===== config.mk =====
export PLATFORM = sky130hd
export DESIGN_NAME = el2_exu_ffmul_ctl
export DESIGN_NICKNAME = d
export VERILOG_FILES = /design/src/rtl/el2_exu_ffmul_ctl.sv
export SDC_FILE = /design/constraint.sdc
export NUM_CORES = 1
export LEC_CHECK = 0
export CORE_MARGIN = 1
export CORE_UTILIZATION = 49
export CTS_CLUSTER_SIZE = 16
export DETAILED_ROUTE_END_ITERATION = 10
export GPL_ROUTABILITY_DRIVEN = 0
export PLACE_DENSITY = 0.84
export SYNTH_ARGS = -nofsm -noshare
export SYNTH_HDL_FRONTEND = slang
export SYNTH_SLANG_ARGS = --single-unit

===== constraint.sdc =====
create_clock -name clk -period 2.45 [get_ports clk]
set_input_delay 0.735 -clock clk [delete_from_list [all_inputs] [get_ports clk]]
set_output_delay 0.735 -clock clk [all_outputs]
set_load 0.005 [all_outputs]

===== src/rtl/el2_exu_ffmul_ctl.sv =====
// Sequencer for the finite-field multiply unit: validates the operand load beat
// stream, drives operand write strobes, runs the fixed-length multiply and flags errors.
module el2_exu_ffmul_ctl #(
  parameter int NUM_BEATS  = 7,
  parameter int MUL_CYCLES = 28,
  parameter int BEAT_W     = 3,
  parameter int STEP_W     = 5
) (
  input  logic              clk,
  input  logic              rst,
  input  logic              load_start_i,
  input  logic              load_inc_i,
  input  logic              load_end_i,
  input  logic              rd_ack_i,
  input  logic              err_clr_i,
  output logic              load_we_o,
  output logic [BEAT_W-1:0] beat_idx_o,
  output logic              mul_start_o,
  output logic              step_en_o,
  output logic [STEP_W-1:0] step_idx_o,
  output logic              busy_o,
  output logic              done_o,
  output logic              err_o
);

  typedef enum logic [1:0] {S_IDLE, S_LOAD, S_RUN, S_DONE} state_t;

  localparam logic [BEAT_W-1:0] LAST_BEAT = BEAT_W'(NUM_BEATS - 1);
  localparam logic [STEP_W-1:0] LAST_STEP = STEP_W'(MUL_CYCLES - 1);

  state_t            state, state_nxt;
  logic [BEAT_W-1:0] cnt, cnt_nxt;
  logic [STEP_W-1:0] step, step_nxt;
  logic              err, err_nxt;
  logic              new_err;

  logic any_load, multi_load, cnt_last;
  assign any_load   = load_start_i | load_inc_i | load_end_i;
  assign multi_load = (load_start_i & load_inc_i) | (load_start_i & load_end_i) |
                      (load_inc_i & load_end_i);
  assign cnt_last   = (cnt == LAST_BEAT);

  // NOTE: sequential state uses non-blocking assignments so every register
  // samples the pre-edge values, independent of statement order.
  always_ff @(posedge clk) begin
    if (rst) begin
      state <= S_IDLE;
      cnt   <= '0;
      step  <= '0;
      err   <= 1'b0;
    end else begin
      state <= state_nxt;
      cnt   <= cnt_nxt;
      step  <= step_nxt;
      err   <= err_nxt;
    end
  end

  // NOTE: every variable gets a default before the case so no path leaves it
  // unassigned, which would otherwise infer a latch.
  always_comb begin
    state_nxt = state;
    cnt_nxt   = cnt;
    step_nxt  = step;
    new_err   = multi_load;
    case (state)
      S_IDLE: begin
        if (load_start_i) begin
          state_nxt = S_LOAD;
          cnt_nxt   = BEAT_W'(1);
        end else if (load_end_i || load_inc_i) begin
          new_err = 1'b1;
        end
      end
      S_LOAD: begin
        if (load_start_i) begin
          cnt_nxt = BEAT_W'(1);
        end else if (load_end_i) begin
          if (cnt_last) begin
            state_nxt = S_RUN;
            step_nxt  = '0;
          end else begin
            state_nxt = S_IDLE;
            new_err   = 1'b1;
          end
        end else if (load_inc_i) begin
          if (cnt_last) new_err = 1'b1;
          else          cnt_nxt = cnt + BEAT_W'(1);
        end
      end
      S_RUN: begin
        // Load traffic during a run is an error but never perturbs the sequence.
        if (any_load) new_err = 1'b1;
        if (step == LAST_STEP) state_nxt = S_DONE;
        else                   step_nxt  = step + STEP_W'(1);
      end
      S_DONE: begin
        if (load_start_i) begin
          state_nxt = S_LOAD;
          cnt_nxt   = BEAT_W'(1);
        end else begin
          if (load_end_i || load_inc_i) new_err = 1'b1;
          if (rd_ack_i) state_nxt = S_IDLE;
        end
      end
      default: state_nxt = S_IDLE;
    endcase
    // A clear coinciding with a fresh error leaves the flag set.
    err_nxt = (err & ~err_clr_i) | new_err;
  end

  always_comb begin
    load_we_o   = 1'b0;
    beat_idx_o  = '0;
    mul_start_o = 1'b0;
    step_en_o   = 1'b0;
    step_idx_o  = '0;
    busy_o      = 1'b0;
    done_o      = 1'b0;
    err_o       = err;
    case (state)
      S_IDLE, S_DONE: begin
        load_we_o = load_start_i;
        done_o    = (state == S_DONE);
      end
      S_LOAD: begin
        if (load_start_i) begin
          load_we_o = 1'b1;
        end else if (load_end_i) begin
          load_we_o  = cnt_last;
          beat_idx_o = cnt_last ? cnt : '0;
        end else if (load_inc_i && !cnt_last) begin
          load_we_o  = 1'b1;
          beat_idx_o = cnt;
        end
      end
      S_RUN: begin
        mul_start_o = (step == '0);
        step_en_o   = 1'b1;
        step_idx_o  = step;
        busy_o      = 1'b1;
      end
      default: ;
    endcase
  end

endmodule


Yosys cells after proc, flatten, opt, wreduce, memory -nomap -nowiden
Cells that the tools add are included.
W data, S select, Z words.
{"block": "classes", "n_reduce_logical": 11, "n_eq_ne": 16, "mux": 41, "bitwise_logic": 10, "addsub": 2}
{"op": "$mux W3", "count": 10}
{"op": "$mux W5", "count": 5}
{"op": "$reduce_and A5 Y1", "count": 3}
{"op": "$mux W1", "count": 14}
{"op": "$mux W2", "count": 7}
{"op": "$ne A2 B2 Y1 const B", "count": 6}
{"op": "$ne A3 B3 Y1 const B", "count": 4}
{"op": "$pmux W5 S2", "count": 1}
{"op": "$pmux W2 S4", "count": 1}
{"op": "$pmux W3 S2", "count": 1}
{"op": "$add A5 B1 Y5 const B", "count": 1}
{"op": "$eq A5 B5 Y1 const B", "count": 1}
{"op": "$logic_not A5 Y1", "count": 1}
{"op": "$or A1 B1 Y1", "count": 5}
{"op": "$and A1 B1 Y1", "count": 4}
{"op": "$eq A2 B2 Y1 const B", "count": 2}
{"op": "$reduce_bool A2 Y1", "count": 2}
{"op": "$add A3 B1 Y3 const B", "count": 1}
{"op": "$eq A3 B3 Y1 const B", "count": 1}
{"op": "$pmux W1 S3", "count": 1}
{"op": "$eq A2 B1 Y1 const B", "count": 1}
{"op": "$logic_not A2 Y1", "count": 1}
{"op": "$ne A2 B1 Y1 const B", "count": 1}
{"op": "$pmux W1 S2", "count": 1}
{"op": "other kinds (5)", "count": 5}
{"block": "word_totals", "elab_cells": 84, "in_bits": 7, "register_bits": 11, "out_inout_bits": 14}

Depth between registers and ports, before layout
{"block": "logic_depth", "ltp_word": 9, "ltp_mapped": 7}

Worst setup path before layout
OpenSTA, ideal clock, no wires.
{"block": "synth_path", "path_type": "input -> output", "from": "input load_end_i", "to": "output beat_idx_o[1]", "setup_slack_ns": 0.194, "path_stages": 4, "required_time_ns": 1.715, "n_path_buf": 1, "t_arrival_ns": 1.521, "cell_sequence": "buf_4 nand2b_1 o21a_1 nor4b_1"}
{"block": "synth_via", "elab_chain_len": 3}
{"element": "from (decl)", "line": "13", "text": "input logic load_end_i,"}
{"element": "$mux W3", "line": "129", "text": "end else if (load_end_i) begin"}
{"element": "$mux W3", "line": "127", "text": "if (load_start_i) begin"}
{"element": "$mux W3", "line": "121", "text": "case (state)"}
{"element": "to (decl)", "line": "17", "text": "output logic [BEAT_W-1:0] beat_idx_o,"}
No other way between the ends.

Worst setup path after layout
{"block": "layout_path", "from": "register step[1]", "to": "output mul_start_o"}
{"block": "layout_via", "elab_chain_len": 2}
{"element": "from (decl)", "line": "33", "text": "logic [STEP_W-1:0] step, step_nxt;"}
{"element": "from (signal assigned)", "line": "54", "text": "step <= step_nxt;"}
{"element": "$logic_not A5 Y1", "line": "138", "text": "mul_start_o = (step == '0);"}
{"element": "$mux W1", "line": "121"}
{"element": "to (decl)", "line": "18", "text": "output logic mul_start_o,"}
No other way between the ends.

==> impl_metrics.tcl <==
set metrics [dict create \
    status "finished, final reports clean" \
    routed_wl_um 2523 \
    viasPerCell 5.760 \
    yosys_warnings 0 \
    critPathMaxStageDelay_ns 0.54 \
    rsz0062_at_grt "true" \
    ctsHoldBuffers 0 \
    clk_pin_slew_ns 0.08 \
    final_core_util 0.7720 \
    firstDrtPassIters 4 \
    switchingPower_mw 0.1656 \
    start_kind "flip-flop" \
    yosys-top-cells-area "dfxtp_1 24%, ha_1 11%, and2_1 4.1%, inv_1 4.1%, nor2_1 4.1%" \
    leakagePower_nw 0.5405 \
    hpwl_um 1819 \
    cts-root-buf "clkbuf_4" \
    antenna_found_initial 0 \
    crit_family "buffers and inverters" \
    clock_power_share 0.268 \
    htree_num_levels 1 \
    drcViolationCount 0 \
    synth.avg_cell_area_um2 7.885 \
    synthCells 116 \
    drv_slew 0 \
    p_int_mw 0.3368 \
    worst_path_max_delay_cell "clkdlybuf4s50_1" \
    drive_above_1_share 0.3052 \
    die-area_um2 2043 \
    initial_utilization 0.5240 \
    synth_flop_cell "dfxtp_1" \
    cp_num_buf_inv 2 \
    critPathCaptureType "primary output" \
    grt_overflow_total 0 \
    setup.worst_path.class "flip-flop to primary output" \
    num_vias 1031 \
    dieHeight_um 45.21 \
    synthArstFlopShare 0 \
    wl_per_cell_um 14.09 \
    numPortBuffers 20 \
    crit_fanout 4 \
    clock_skew_ns 0.004719 \
    yosysTopAreaCell "dfxtp_1" \
    die_w_um 45.21 \
    clk_path_buf_depth 2 \
    grt_pass1_vias 899 \
    grt_max_degree 10 \
    seqPwrFrac 0.384 \
    insertion_delay_ns 0.28 \
    placed_area_um2 1242 \
    hold_path.class "flip-flop to flip-flop" \
    cts_buffers 3 \
    synth_top_area_frac 0.2408 \
    powerDensity_nw_per_um2 372.8 \
    grt_use_total 0.2647 \
    nNetsFinal 170 \
    relSlewSlack 0.7485 \
    p_comb_frac 0.348 \
    ys_seq_area_frac 0.2408 \
    cts_num_sinks 11 \
    crit_chain "inv_1, ha_1, nand2_1, nor4_1, clkdlybuf4s50_1" \
    stdcell_area_um2 1348 \
    grt_pass1_wl_um 3870 \
    required_ns 1.71 \
    areaGrowthSynthToFinish_pct 47.33 \
    core_um2 1745 \
    switching_share 0.3296 \
    ys_types 44 \
    ys_ff_latch 11 \
    worstPathArrival_ns 1.67 \
    cap_violations 0 \
    synth_nets 131 \
    worstMarginPinSlew_ns 0.3748 \
    hold_violations 0 \
    setup_viol 0 \
    synth_edf_count 0 \
    drtIter0Drc 19 \
    fin_crit_ns 2.407 \
    n_antenna_cell 0 \
    cts_tree "done" \
    syn-cell-area_um2 914.6 \
    timing.fmax_mhz 415.4 \
    period_share 0.9825 \
    ir_drop_uv 336.9 \
    ant_nets 0 \
    ios 21 \
    rows 15 \
]
timing repair:
action                                 4_1_cts  5_1_grt
pin swaps                                    3        3
setup endpoints to repair                    9        6
gates cloned                                 0        0
endpoints found under the hold margin        0        0
gates resized for setup                     35       11
buffers inserted                             1        2
worst min-delay path: cells and delay by family (launching register included):
kind,cells,cell delay (ns)
compound gates,1,0.07
simple gates,1,0.07
flops,1,0.31
path summary, 6_finish.rpt:
| kind | startpoint | endpoint | slack (ns) | cells after the start |
|---|---|---|---|---|
| setup / recovery | step[1] | mul_start_o | 0.04 | 5 |
| hold / removal | err_o | err_o | 0.50 | 2 |
| setup reg to reg | step[0] | state[0] | 0.65 | 5 |
| hold reg to reg | err_o | err_o | 0.50 | 2 |
metal layers:
layer,track usage,vias up,part of all wire
li1,-,501,-
met4,0.1394,0,0.022
met5,0,-,0
met1,0.3188,494,0.45
met2,0.4377,29,0.50
met3,0.05600,7,0.029
synth_stat cells, types with 2 or more instances:
| cell type | instances |
|---|---|
| a21oi_1 | 4 |
| a31oi_1 | 3 |
| and2_1 | 6 |
| buf_4 | 2 |
| clkbuf_1 | 3 |
| dfxtp_1 | 11 |
| ha_1 | 8 |
| inv_1 | 10 |
| nand2_1 | 5 |
| nand2b_1 | 4 |
| nand3_1 | 2 |
| nand4_1 | 2 |
| nand4b_1 | 4 |
| nor2_1 | 10 |
| nor2b_1 | 2 |
| nor4_1 | 3 |
| o21a_1 | 3 |
| o21ai_0 | 2 |
| o21ai_1 | 4 |
| o22ai_1 | 2 |
| or4_1 | 2 |
| xnor2_1 | 2 |
layout make-up:
type,instances,area (um2)
flip-flops and latches,11,226.5
clock buffers,4,26.28
inverters,11,41.29
fillers,123,397.9
repair buffers,40,329.1
multi-input cells,88,693.2
well taps,25,31.28
power by group through the flow:
stage,clock network (mW),registers [mW],logic (mW)
after floorplan,0,0.198,0.0850
after global placement,0,0.198,0.142
after detailed placement,0,0.198,0.145
after CTS,0.134,0.195,0.152
after global routing,0.147,0.194,0.190
final,0.135,0.193,0.175
cells in the final DEF (no fill, tap or decap), types with 2 or more instances in the layout:
| cell type | Yosys | final |
|---|---|---|
| ha_1 | 8 | 5 |
| nand2_1 | 5 | 5 |
| buf_6 | 0 | 2 |
| dfxtp_1 | 11 | 8 |
| nand3_1 | 2 | 2 |
| ha_4 | 0 | 3 |
| a21oi_1 | 4 | 4 |
| clkbuf_4 | 0 | 3 |
| nor2_1 | 10 | 9 |
| buf_2 | 1 | 4 |
| xnor2_1 | 2 | 2 |
| nand4_1 | 2 | 2 |
| clkdlybuf4s50_1 | 0 | 13 |
| and2_1 | 6 | 5 |
| a31oi_1 | 3 | 3 |
| nand2b_1 | 4 | 3 |
| o21ai_1 | 4 | 5 |
| inv_1 | 10 | 7 |
| buf_4 | 2 | 19 |
| o21a_1 | 3 | 3 |
| inv_2 | 1 | 4 |
| nand4b_1 | 4 | 4 |
| o22ai_1 | 2 | 2 |
| dfxtp_2 | 0 | 2 |
| nor4_1 | 3 | 2 |
| or4_1 | 2 | 2 |
| nor2b_1 | 2 | 2 |
flip-flops by register name, indices dropped and copies added, names as in the netlist, named ones only:
name,cells
cnt,3
err_o,1
state,1
step,5
stage by stage:
step	hold slack [ns]	instances	power, mW	setup TNS, ns	setup WS [ns]
after CTS	0.5052	177	0.4815	0	0.001251
after global routing	0.5236	179	0.5298	-0.01204	-0.01204
after detailed placement	0.4937	172	0.3438	-2.851	-0.6916
after global placement	0.4847	172	0.3398	-2.672	-0.6526
final	0.4994	179	0.5024	0	0.04294
after floorplan	0.4755	116	0.2835	0	0.1937
kinds of logic (layout without fill, tap and decap cells):
kind of cell | count (synthesis) | in the layout | share of synthesized area
simple gates | 45 | 45 | 0.2886
compound gates | 32 | 32 | 0.2476
flops | 11 | 11 | 0.2408
fa+ha+maj | 8 | 8 | 0.1094
buf+inv | 17 | 55 | 0.07933
xor+xnor | 2 | 2 | 0.01916
mux | 1 | 1 | 0.01504
(Power assumes the default switching activity.)
